[src/rtl/reg_dump_pkg.sv]
// ==== reg_dump_pkg : shared state encoding and framing constants for reg_dump (rev 1.0) ====
`default_nettype none

package reg_dump_pkg;

  typedef enum logic [2:0] {
    ST_IDLE  = 3'd0,
    ST_CAP   = 3'd1,
    ST_SEND  = 3'd2,
    ST_TRAIL = 3'd3,
    ST_FIN   = 3'd4
  } state_t;

  localparam logic [2:0] HDR_TAG       = 3'b101;
  localparam int         BYTES_PER_REG = 5;

  // sel 0 is the most significant byte, matching the wire order of the payload.
  function automatic logic [7:0] data_byte(input logic [31:0] word, input logic [1:0] sel);
    logic [7:0] b;
    b = 8'h00;
    case (sel)
      2'd0:    b = word[31:24];
      2'd1:    b = word[23:16];
      2'd2:    b = word[15:8];
      default: b = word[7:0];
    endcase
    return b;
  endfunction

endpackage

`default_nettype wire

[src/rtl/reg_dump.sv]
// ==== reg_dump : walks the register file and emits header+4 data bytes per register, then an XOR checksum (rev 1.0) ====
`default_nettype none

module reg_dump #(
  parameter int         NUM_REGS = 18,
  parameter logic [2:0] HDR_TAG  = reg_dump_pkg::HDR_TAG
) (
  input  logic        clk,
  input  logic        rst_n,
  input  logic        start,
  output logic        busy,
  output logic        done,
  output logic [4:0]  readReg,
  input  logic [31:0] readData,
  output logic [7:0]  tx_data,
  output logic        tx_valid,
  input  logic        tx_ready
);
  import reg_dump_pkg::*;

  if (NUM_REGS < 1 || NUM_REGS > 32) begin : g_bad_num_regs
    $error("reg_dump: NUM_REGS must be in 1..32");
  end

  localparam logic [4:0] LAST_IDX  = 5'(NUM_REGS - 1);
  localparam logic [2:0] LAST_BYTE = 3'(BYTES_PER_REG - 1);

  state_t      state, state_n;
  logic [4:0]  idx, idx_n;
  logic [2:0]  byte_cnt, byte_cnt_n;
  logic [7:0]  checksum, checksum_n;
  logic [31:0] snap, snap_n;
  logic [7:0]  tx_data_n;
  logic        tx_valid_n;
  logic        handshake;

  assign handshake = tx_valid && tx_ready;
  assign readReg   = idx;
  assign busy      = (state != ST_IDLE);
  assign done      = (state == ST_FIN);

  always_ff @(posedge clk or negedge rst_n) begin
    if (!rst_n) begin
      state    <= ST_IDLE;
      idx      <= 5'd0;
      byte_cnt <= 3'd0;
      checksum <= 8'h00;
      snap     <= 32'h0;
      tx_data  <= 8'h00;
      tx_valid <= 1'b0;
    end else begin
      state    <= state_n;
      idx      <= idx_n;
      byte_cnt <= byte_cnt_n;
      checksum <= checksum_n;
      snap     <= snap_n;
      tx_data  <= tx_data_n;
      tx_valid <= tx_valid_n;
    end
  end

  always_comb begin
    state_n    = state;
    idx_n      = idx;
    byte_cnt_n = byte_cnt;
    checksum_n = checksum;
    snap_n     = snap;
    tx_data_n  = tx_data;
    tx_valid_n = tx_valid;

    case (state)
      ST_IDLE: begin
        if (start) begin
          idx_n      = 5'd0;
          checksum_n = 8'h00;
          state_n    = ST_CAP;
        end
      end

      ST_CAP: begin
        snap_n     = readData;
        tx_data_n  = {HDR_TAG, idx};
        byte_cnt_n = 3'd0;
        tx_valid_n = 1'b1;
        state_n    = ST_SEND;
      end

      ST_SEND: begin
        if (handshake) begin
          checksum_n = checksum ^ tx_data;
          if (byte_cnt == LAST_BYTE) begin
            if (idx == LAST_IDX) begin
              // Trailer goes out back-to-back, so it must include the byte just accepted.
              tx_data_n = checksum ^ tx_data;
              state_n   = ST_TRAIL;
            end else begin
              idx_n      = idx + 5'd1;
              tx_valid_n = 1'b0;
              state_n    = ST_CAP;
            end
          end else begin
            tx_data_n  = data_byte(snap, byte_cnt[1:0]);
            byte_cnt_n = byte_cnt + 3'd1;
          end
        end
      end

      ST_TRAIL: begin
        if (handshake) begin
          tx_valid_n = 1'b0;
          state_n    = ST_FIN;
        end
      end

      ST_FIN: begin
        state_n = ST_IDLE;
      end

      default: begin
        state_n    = ST_IDLE;
        tx_valid_n = 1'b0;
      end
    endcase
  end

endmodule

`default_nettype wire
[config.mk]
export PLATFORM = sky130hd
export DESIGN_NAME = reg_dump
export DESIGN_NICKNAME = d
export VERILOG_FILES = /design/src/rtl/reg_dump_pkg.sv /design/src/rtl/reg_dump.sv
export SDC_FILE = /design/constraint.sdc
export NUM_CORES = 1
export LEC_CHECK = 0
export CAP_MARGIN = 0
export CORE_ASPECT_RATIO = 1.5
export CORE_UTILIZATION = 55
export CTS_BUF_LIST = sky130_fd_sc_hd__clkbuf_4
export CTS_CLUSTER_DIAMETER = 150
export DETAILED_ROUTE_END_ITERATION = 6
export GPL_TIMING_DRIVEN = 0
export HOLD_SLACK_MARGIN = 0.12
export PLACE_DENSITY = 0.93
export REMOVE_ABC_BUFFERS = 1
export SKIP_LAST_GASP = 1
export SYNTH_ARGS = -nofsm -noshare
export SYNTH_HDL_FRONTEND = slang
export SYNTH_SLANG_ARGS = --single-unit
[constraint.sdc]
create_clock -name clk -period 2.7 [get_ports clk]
set_input_delay 0.675 -clock clk [delete_from_list [all_inputs] [get_ports clk]]
set_output_delay 0.675 -clock clk [all_outputs]
set_load 0.005 [all_outputs]
# After elaboration in Yosys (flattened, before gate mapping)
# Index checks and enable logic that the tools add are counted.
# totals
input_bits	36
regBits	60
out_inout_bits	16
# classes
bitwise	2
n_reduce_logical	13
muxes	27
eq_ne	15
add_sub_neg	2
# op_table
cell	count
$mux W8	5
$pmux W8 S2	2
$pmux W8 S3	1
$mux W5	4
$mux W3	6
$ne A2 B2 Y1 const B	6
$pmux W3 S4	1
$pmux W5 S2	1
$reduce_and A5 Y1	2
$reduce_and A3 Y1	3
$xor A8 B8 Y8	1
$eq A3 B2 Y1 const B	2
$eq A3 B3 Y1 const B	2
$pmux W3 S2	1
$add A5 B1 Y5 const B	1
$eq A5 B5 Y1 const B	1
$mux W1	4
$pmux W1 S4	1
$reduce_and A4 Y1	1
$reduce_bool A2 Y1	2
$add A3 B1 Y3 const B	1
$eq A3 B1 Y1 const B	1
$logic_not A3 Y1	1
$ne A3 B3 Y1 const B	1
8 further kinds	8

# Logic depth before layout (Yosys ltp)
# Gate-level depths: netlist of run 1.
# logic_depth
depth_word	5
depth_mapped	9
ltp_nobuf	6

# Worst setup path after synthesis of run 1
# OpenSTA, ideal clock, no wires.
# synth_path
path_kind	reg2reg
startpoint	register byte_cnt[0]
endpoint	register tx_data[2]
path_buffers	2
path_stages_with_launch	9
slack_ns	0.706
required_ns	2.575
t_arrival_ns	1.869
period_less_slack_ns	1.994
path_cell_list	dfrtp_1 inv_1 ha_1 buf_2 and2_1 buf_2 and2_1 o21ai_2 mux2_2
# synth_via
elab_chain_cells	5
elab_cells_between_ends	10
cone_classes	4 x eq/ne; 4 x mux; 2 x reduce/logical
# synth_lines
element	line_no	text
start, declared	reg_dump.sv:30	logic [2:0] byte_cnt, byte_cnt_n;
start signal, assigned	reg_dump.sv:54	byte_cnt <= byte_cnt_n;
$eq A2 B2 Y1 (tied with other cells)	reg_dump_pkg.sv:21	case (sel)
$pmux W8 S3	reg_dump_pkg.sv:21	
$mux W8	reg_dump.sv:91	if (byte_cnt == LAST_BYTE) begin
$mux W8	reg_dump.sv:89	if (handshake) begin
$pmux W8 S2	reg_dump.sv:71	case (state)
end signal, assigned	reg_dump.sv:57	tx_data <= tx_data_n;
end, declared	reg_dump.sv:15	output logic [7:0] tx_data,
# Parallel ways exist; a longest one is shown, timed or not. The select of a mux whose other input is x is not followed.
# A chain may end at the register's enable or synchronous reset.

# Worst setup path after layout of run 1
# layout_path
startpoint	register byte_cnt[0]
endpoint	register tx_data[4]
# Same word-level chain as after synthesis.

==> results by group, run 1 <==
Setup path
  • Reg2reg end: tx_data[4]
  • Worst path most repeated cell: and2_1
  • Largest delay share family, worst path: simple AND/OR/NAND/NOR gates
  • Slowest CP cell: and2_1
  • R2r worst-path depth: 6
  • Critical Path, Cell by Cell: inv_1 -> ha_1 -> and2_1 -> and2_1 -> o21ai_2 -> mux2_2
  • Worst r2r src: byte_cnt[0]
  • Startpoint Class: flip-flop
  • Crit end category: flip-flop
  • Buf/Inv on CP: 1
  • Worst stage delay on the critical path: 0.69 ns
  • CP arrival: 2.84 ns
  • WP data required: 2.98 ns
  • Maximum fanout along the worst path: 18
  • R2R Setup Slk: 0.15 ns
  • WS Path Type: reg2reg

Routing
  • Vias per inst: 5.73
  • DR vias: 2618
  • Router iterations before antenna repair: 4
  • Residual DRC: 0
  • Per-cell routed wire length: 15.1 um
  • Initial drt markers: 193
  • Remaining antenna violation count: 0
  • Total Wirelength: 6.90 mm

Logic synthesis
  • Post-synth ARST share: 100%
  • Sequential area share after synthesis: 49.9%
  • Post-Synthesis Cells: 342
  • Synthesized area: 0.00301 mm2
  • Top FF cell, synth: dfrtp_1
  • Number of library cell types mapped by synthesis: 42
  • Yosys top cell area share: 49.9%
  • Top cells by area, synth: dfrtp_1 (50%), nand2_1 (13%), o21ai_0 (5.3%)
  • Post-synth EDFFs: 0
  • Yosys warning total: 0
  • Largest area contributor in the netlist: dfrtp_1
  • Syn_area_per_cell: 8.80 um2
  • Synthesized flop and latch total: 60

Clock network
  • Hold-fix buffer count after cts: 0
  • Root Buffer: clkbuf_4
  • Clk_lat worst skew: 0.40 ns
  • Post-cts sizing count: 0
  • Clock transition at the registers of the reported paths: 0.10 ns
  • # clock sinks: 60
  • CTS tree: done
  • Clock tree buffer depth: 2
  • # H-tree levels: 3
  • Postcts setup bufs: 0
  • CTS Buf Count: 9

Global route
  • GR Overflow Total: 0
  • Initial antenna violation count: 0
  • Largest net degree at the start of global routing: 45
  • Gr usage total: 26.0%
  • First-pass GRT wire length: 11.6 mm
  • Number of global-route vias before repair: 2637

Power and ir drop
  • Pwr Density: 1060 mW/mm2
  • Total power: 0.00388 W
  • Static leakage: 1.64 nW
  • Max VDD drop: 0.581 mV

Placed design
  • IO Port Bufs: 51
  • DP Area: 0.00353 mm2
  • Post-DP HPWL: 4.90 mm
  • Pre-CTS setup slack: 0.166 ns
  • Gp weighted congestion: 0.822
  • Placed Cells incl. Taps: 441

Floorplan
  • Num ports: 52
  • Die ar.: 0.00578 mm2
  • Core area: 0.00520 mm2
  • Initial Util: 57.8%
  • Die H: 92.6 um
  • Die W: 62.4 um
  • Site Rows: 32

STA
  • Worst-margin pin slew: 0.910 ns
  • F_max: 392 MHz
  • Relative slew slack: 39.2%
  • PnR worst setup slack: 0.148 ns
  • Final Critical Period: 2.55 ns
  • Final Hold Viols: 0
  • RSZ-0062 raised after global routing: false
  • Fin crit share: 94.5%
  • Final slew viol count: 0
  • Final setup violation count: 0
  • Clock Skew: 0.0115 ns

Finish
  • Post-route cell area: 0.00365 mm2
  • Fin util: 70.2%
  • Layout Cells excl Fill: 457
  • Total inserted antenna cells: 0
  • Area grow syn2layout: 21.4%
  • Nets: 427
  • Share of cells above drive strength 1: 6.68%

Worst hold path
  • HP Class: in2async

Status
  • Status: finished clean

Run
  • Max cap viols: 0
## how the worst max path moves through the flow
stage | start | to | slack [ns] | cells past startpoint
2_1_floorplan | state[2] | tx_data[6] | 0.24 | 4
3_3_place_gp | rst_n | snap[4] | -0.86 | 1
3_5_place_dp | byte_cnt[0] | tx_data[4] | 0.17 | 6
4_1_cts | byte_cnt[0] | tx_data[4] | 0.16 | 6
5_1_grt | byte_cnt[0] | tx_data[4] | 0.03 | 6
6_report | byte_cnt[0] | tx_data[4] | 0.15 | 6
## report_power, final
| group | switching, W | internal, W | leakage (nW) |
|---|---|---|---|
| clock network | 0.000320 | 0.000270 | 0.0743 |
| registers | 0.000342 | 0.00129 | 0.747 |
| logic | 0.000910 | 0.000743 | 0.817 |
| total | 0.00157 | 0.00230 | 1.64 |
## Yosys cell counts (all sizes together), types with 4 or more instances
cell type	n
nand2	108
dfrtp	60
o21ai	33
clkbuf	15
nor2	14
a21oi	13
inv	11
ha	7
nor2b	7
buf	6
nand3	6
a222oi	5
nor3	5
o22ai	4
xnor2	4
## sequential cells by signal, indices dropped and copies added (netlist names)
name / flops
tx_valid: 1
checksum: 8
byte_cnt: 3
readReg: 5
snap: 32
state: 3
tx_data: 8
## logic make-up (layout without fill, tap and decap cells)
logic type	count (synthesis)	count (layout)	share of synthesized area, %
AND/OR/NAND/NOR	158	158	23.2
AO/OA/AOI/OAI	75	75	16.1
flip-flops	60	60	49.9
buffers and inverters	32	79	4.66
adder cells (fa/ha/maj)	7	7	2.91
XOR/XNOR	6	6	1.75
multiplexers	4	4	1.46
## worst reg2reg max path, stage by stage, from the launching register on
cell and delay (ns):
dfrtp_1 0.45, inv_1 0.11, ha_1 0.39, and2_1 0.69, and2_1 0.31, o21ai_2 0.16, mux2_2 0.34
## per-stage QoR
step / setup TNS (ns) / hold slack (ns)
after detailed placement: 0 / 0.466
after global placement: -60.58 / 0.458
after CTS: 0 / 0.231
after floorplan: 0 / 0.379
after global routing: 0 / 0.256
final: 0 / 0.237
## cells in the final DEF, fill, tap and decap left out, types with 7 or more instances in the layout
cell type,synthesis,final
dfrtp_1,60,60
nor2b_1,7,7
ha_1,7,7
a21oi_1,13,13
inv_1,11,11
nor2_1,13,12
clkbuf_4,0,9
nand2_1,108,108
clkdlybuf4s50_1,0,50
o21ai_0,32,32
## area by class of cell
cell class              instances  area, um2
clock inverters                 7       57.6
clock buffers                   9       67.6
flip-flops and latches         60       1500
multi-input cells             250       1380
fillers                       384       1550
repair buffers                 52        526
inverters                      11       41.3
well taps                      68       85.1
## routing by layer
| layer | vias up | GRT usage (%) | routed length (um) |
|---|---|---|---|
| met5 | - | 0 | 0 |
| met4 | 0 | 18.4 | 198 |
| met3 | 14 | 3.08 | 269 |
| met2 | 84 | 46.8 | 3770 |
| met1 | 1269 | 28.1 | 2650 |
| li1 | 1251 | - | - |
No activity file was read; power rests on OpenSTA's default activity.
==> run 2, diff against run 1 <==
--- a/config.mk
+++ b/config.mk
@@ -6,16 +6,19 @@
 export NUM_CORES = 1
 export LEC_CHECK = 0
 export CAP_MARGIN = 0
+export CELL_PAD_IN_SITES_DETAIL_PLACEMENT = 1
+export CELL_PAD_IN_SITES_GLOBAL_PLACEMENT = 2
 export CORE_ASPECT_RATIO = 1.5
-export CORE_UTILIZATION = 55
+export CORE_UTILIZATION = 33
 export CTS_BUF_LIST = sky130_fd_sc_hd__clkbuf_4
 export CTS_CLUSTER_DIAMETER = 150
 export DETAILED_ROUTE_END_ITERATION = 6
 export GPL_TIMING_DRIVEN = 0
 export HOLD_SLACK_MARGIN = 0.12
-export PLACE_DENSITY = 0.93
+export PLACE_DENSITY = 0.92
 export REMOVE_ABC_BUFFERS = 1
 export SKIP_LAST_GASP = 1
 export SYNTH_ARGS = -nofsm -noshare
 export SYNTH_HDL_FRONTEND = slang
 export SYNTH_SLANG_ARGS = --single-unit
+export TNS_END_PERCENT = 30
==> results by group, run 2 (synthesis gave the netlist of run 1 again) <==
Floorplan
  • Num ports: 52
  • Die W: 80.0 um
  • Core area: 0.00883 mm2
  • Site Rows: 42
  • Die H: 119 um
  • Die ar.: 0.00951 mm2
  • Initial Util: 34.1%

Setup path
  • Stages on worst setup path: 3
  • Largest delay share family, worst path: flip-flops
  • Maximum fanout along the worst path: 10
  • Worst stage delay on the critical path: 0.51 ns
  • Crit. Startpoint: state[0]
  • WS Path Type: reg2out
  • R2r worst-path depth: 4
  • Crit end category: output port
  • CP arrival: 1.79 ns
  • Critical Path, Cell by Cell: nor2_1 -> and2_1 -> clkdlybuf4s50_1
  • Slowest CP cell: dfrtp_1
  • Startpoint Class: flip-flop
  • Buf/Inv on CP: 1
  • WP data required: 2.03 ns
  • Worst r2r src: state[1]

Routing
  • Total Wirelength: 7.83 mm
  • DR vias: 2591
  • Remaining antenna violation count: 0
  • Vias per inst: 5.18
  • Initial drt markers: 99
  • Residual DRC: 0
  • Router iterations before antenna repair: 4
  • Per-cell routed wire length: 15.7 um

STA
  • PnR worst setup slack: 0.230 ns
  • Worst-margin pin slew: 0.969 ns
  • Final slew viol count: 0
  • Clock Skew: 0.0127 ns
  • Setup TNS: 0 ns
  • RSZ-0062 raised after global routing: false
  • Fin crit share: 91.5%
  • Minimum hold slack: 0.273 ns
  • Relative slew slack: 35.3%
  • Final Hold Viols: 0
  • F_max: 405 MHz
  • Final Critical Period: 2.47 ns
  • Final setup violation count: 0

Worst hold path
  • HP Class: in2async

Finish
  • Regs by FF count: snap (32), checksum (8), tx_data (8)
  • Area grow syn2layout: 22.9%
  • Share of cells above drive strength 1: 6.68%
  • Largest Register: snap
  • Most frequent cells in the layout: nand2_1 (108), dfrtp_1 (60), clkdlybuf4s50_1 (50)
  • Nets: 427
  • Most common cell after layout, fill and taps aside: nand2_1
  • Layout Cells excl Fill: 500
  • Post-route cell area: 0.00370 mm2
  • Max reg flops: 32

Clock network
  • Clock tree buffer depth: 2
  • CTS tree: done
  • Root Buffer: clkbuf_4
  • CTS Buf Count: 9
  • Clock transition at the registers of the reported paths: 0.10 ns
  • # clock sinks: 60
  • Hold-fix buffer count after cts: 0
  • # H-tree levels: 3
  • Clk_lat worst skew: 0.43 ns

Global route
  • Number of global-route vias before repair: 2832
  • Initial antenna violation count: 1
  • First-pass GRT wire length: 13.8 mm
  • Gr usage total: 19.2%
  • Largest net degree at the start of global routing: 45
  • GR Overflow Total: 0

Placed design
  • Gp weighted congestion: 0.764
  • Pre-CTS setup slack: 0.0118 ns
  • Post-DP HPWL: 5.49 mm
  • DP Area: 0.00358 mm2
  • Placed Cells incl. Taps: 483
  • IO Port Bufs: 51

Power and ir drop
  • Max VDD drop: 0.437 mV
  • Static leakage: 1.63 nW
  • Pwr Density: 1040 mW/mm2

Run
  • Max cap viols: 0

Status
  • Status: finished clean
run 2: cell types whose count changed in the layout (fill, tap and decap cells not counted):
cell,change
clkinv_1,+1
diode_2,+1
and2_1,-1
clkbuf_4,+3
bufinv_16,-1
nor3b_4,+1
clkinv_2,-3
and2_2,+1
nor3b_2,-1
run 2: final timing paths:
check	end	slack [ns]
min in group clk	snap[5]	0.48
max reg2reg	tx_data[4]	0.24
min reg2reg	snap[5]	0.48
max	done	0.23
max in group asynchronous	byte_cnt[0]	1.81
min	tx_data[0]	0.27
run 2: cell type report:
cell class | instances | area (um2)
Clock buffer | 12 | 90.1
Fill cell | 1085 | 5130
Tap cell | 110 | 138
Antenna cell | 1 | 2.50
Clock inverter | 4 | 16.3
Inverter | 11 | 41.3
Sequential cell | 60 | 1500
Multi-Input combinational cell | 250 | 1380
Timing Repair Buffer | 52 | 526
run 2: timing repair:
item | CTS | global route
resized for setup | 1 | 1
setup buffers | 0 | 0
setup endpoints to repair | 2 | 2
run 2: metal layers:
layer / wire (um) / GRT usage (%)
met2: 4020 / 32.3
met3: 274 / 4.67
met4: 221 / 8.82
met1: 3310 / 22.5
met5: 0 / 0
run 2: report_power, final:
group / leakage (nW) / internal [W] / switching [W]
combinational: 0.819 / 0.000752 / 0.000940
sequential: 0.747 / 0.00129 / 0.000342
clock: 0.0638 / 0.000210 / 0.000327
total: 1.63 / 0.00225 / 0.00161
run 2: metrics by stage:
step                power, W  utilization [%]
floorplan            0.00266                -
global placement     0.00324             40.3
detailed placement   0.00335             40.6
CTS                  0.00391             41.8
global route         0.00422             41.9
finish               0.00386             41.9
==> run 3, diff against run 2 <==
--- a/config.mk
+++ b/config.mk
@@ -12,11 +12,11 @@
 export CORE_UTILIZATION = 33
 export CTS_BUF_LIST = sky130_fd_sc_hd__clkbuf_4
 export CTS_CLUSTER_DIAMETER = 150
+export CTS_CLUSTER_SIZE = 8
 export DETAILED_ROUTE_END_ITERATION = 6
 export GPL_TIMING_DRIVEN = 0
 export HOLD_SLACK_MARGIN = 0.12
 export PLACE_DENSITY = 0.92
-export REMOVE_ABC_BUFFERS = 1
 export SKIP_LAST_GASP = 1
 export SYNTH_ARGS = -nofsm -noshare
 export SYNTH_HDL_FRONTEND = slang
==> results by group, run 3 (synthesis gave the netlist of run 1 again) <==
Status
  • Status: finished clean

Floorplan
  • Num ports: 52
  • Core area: 0.00883 mm2
  • Die ar.: 0.00951 mm2
  • Initial Util: 34.1%
  • Die H: 119 um
  • Site Rows: 42
  • Die W: 80.0 um

Finish
  • Post-route cell area: 0.00380 mm2
  • Most frequent cells in the layout: nand2_1 (108), dfrtp_1 (60), clkdlybuf4s50_1 (50)
  • Most common cell after layout, fill and taps aside: nand2_1
  • Largest Register: snap
  • Area grow syn2layout: 26.2%
  • Total inserted antenna cells: 0
  • Share of cells above drive strength 1: 7.07%
  • Max reg flops: 32
  • Register area: 0.00150 mm2
  • Area of the multi-input gates: 0.00137 mm2
  • Fill cells: 1072
  • Regs by FF count: snap (32), checksum (8), tx_data (8)
  • Nets: 448

Global route
  • GR Overflow Total: 0
  • Initial antenna violation count: 0
  • Number of global-route vias before repair: 2831
  • Gr usage total: 20.0%
  • First-pass GRT wire length: 14.2 mm
  • Largest net degree at the start of global routing: 35

STA
  • PnR worst setup slack: 0.220 ns
  • Final slew viol count: 0
  • F_max: 403 MHz
  • Final setup violation count: 0
  • Relative slew slack: 45.5%
  • Minimum hold slack: 0.306 ns
  • Final Critical Period: 2.48 ns
  • RSZ-0062 raised after global routing: false
  • Worst-margin pin slew: 0.818 ns
  • Final Hold Viols: 0
  • Fin crit share: 91.8%
  • Clock Skew: 0.0183 ns

Setup path
  • Buf/Inv on CP: 2
  • Worst stage delay on the critical path: 0.49 ns
  • Crit end category: output port
  • Slowest CP cell: clkdlybuf4s50_1
  • Startpoint Class: flip-flop
  • Maximum fanout along the worst path: 10
  • CP arrival: 1.80 ns
  • Critical Path, Cell by Cell: buf_2 -> nor2_1 -> and2_1 -> clkdlybuf4s50_1
  • WP data required: 2.03 ns
  • Largest delay share family, worst path: buffers and inverters
  • WS Path Type: reg2out

Routing
  • Initial drt markers: 176
  • Remaining antenna violation count: 0
  • Per-cell routed wire length: 16.2 um
  • Residual DRC: 0
  • Total Wirelength: 8.42 mm
  • Router iterations before antenna repair: 4
  • DR vias: 2679
  • Vias per inst: 5.15

Placed design
  • IO Port Bufs: 51
  • Post-DP HPWL: 6.29 mm
  • DP Area: 0.00367 mm2
  • Pre-CTS setup slack: 0.197 ns
  • Gp weighted congestion: 0.829

Power and ir drop
  • Pwr Density: 1070 mW/mm2
  • Static leakage: 1.68 nW
  • Combinational cell fraction of total power: 45.1%
  • Max VDD drop: 0.376 mV
  • Power share of the clock group: 15.3%
  • Switching share of power: 41.8%
  • Cell Int Power: 0.00235 W
  • P_sw: 0.00169 W
  • Reg power frac: 39.7%

Clock network
  • Clock tree buffer depth: 2
  • Root Buffer: clkbuf_4
  • # clock sinks: 60
  • # H-tree levels: 3
  • CTS tree: done
  • Postcts setup bufs: 0
  • CTS Buf Count: 9
  • Post-cts sizing count: 0
  • Clk_lat worst skew: 0.44 ns
  • Clock transition at the registers of the reported paths: 0.11 ns
  • Hold-fix buffer count after cts: 0

Logic synthesis
  • Syn nets: 385

Run
  • Max cap viols: 0

Worst hold path
  • HP Class: in2async
run 3: cell type report:
type                    instances  area share, %
clock inverters                 7           1.52
repair buffers                 52           13.8
well taps                     110           3.62
plain buffers                  21           2.60
flip-flops and latches         60           39.5
clock buffers                   9           1.78
inverters                      11           1.09
multi-input cells             250           36.0
run 3: stage by stage:
stage | util [%] | TNS, ns | total power, W | std cells
final | 43.0 | 0 | 0.00405 | 520
after global routing | 43.0 | 0 | 0.00440 | 520
after CTS | 43.0 | 0 | 0.00409 | 520
after detailed placement | 41.6 | 0 | 0.00347 | 504
after global placement | 41.4 | -59.57 | 0.00337 | 503
after floorplan | - | 0 | 0.00274 | 342
run 3: routing by layer:
metal  vias up  wire, um  GRT usage, %
met5         -         0             0
met4         0       139          6.81
met3        11       304          5.21
met2        61      4480          34.8
met1      1317      3500          23.4
li1       1290         -             -
run 3: final timing paths:
check                            startpoint           to  slack, ns  cells after the start
worst min register to register     snap[11]     snap[11]       0.49                      2
worst min-delay path                  rst_n     snap[13]       0.31                      1
max in group asynchronous             rst_n     state[1]       1.72                      2
worst max-delay path               state[0]         done       0.22                      4
min in group clk                   snap[11]     snap[11]       0.49                      2
worst max register to register  byte_cnt[0]  byte_cnt[0]       0.38                      8
run 3: power groups by stage:
| stage | clock network (W) | logic, W | registers [W] |
|---|---|---|---|
| final | 0.000618 | 0.00182 | 0.00160 |
| after global routing | 0.000666 | 0.00207 | 0.00166 |
| after CTS | 0.000632 | 0.00185 | 0.00161 |
| after detailed placement | 0 | 0.00184 | 0.00163 |
| after global placement | 0 | 0.00178 | 0.00159 |
| after floorplan | 0 | 0.00121 | 0.00153 |
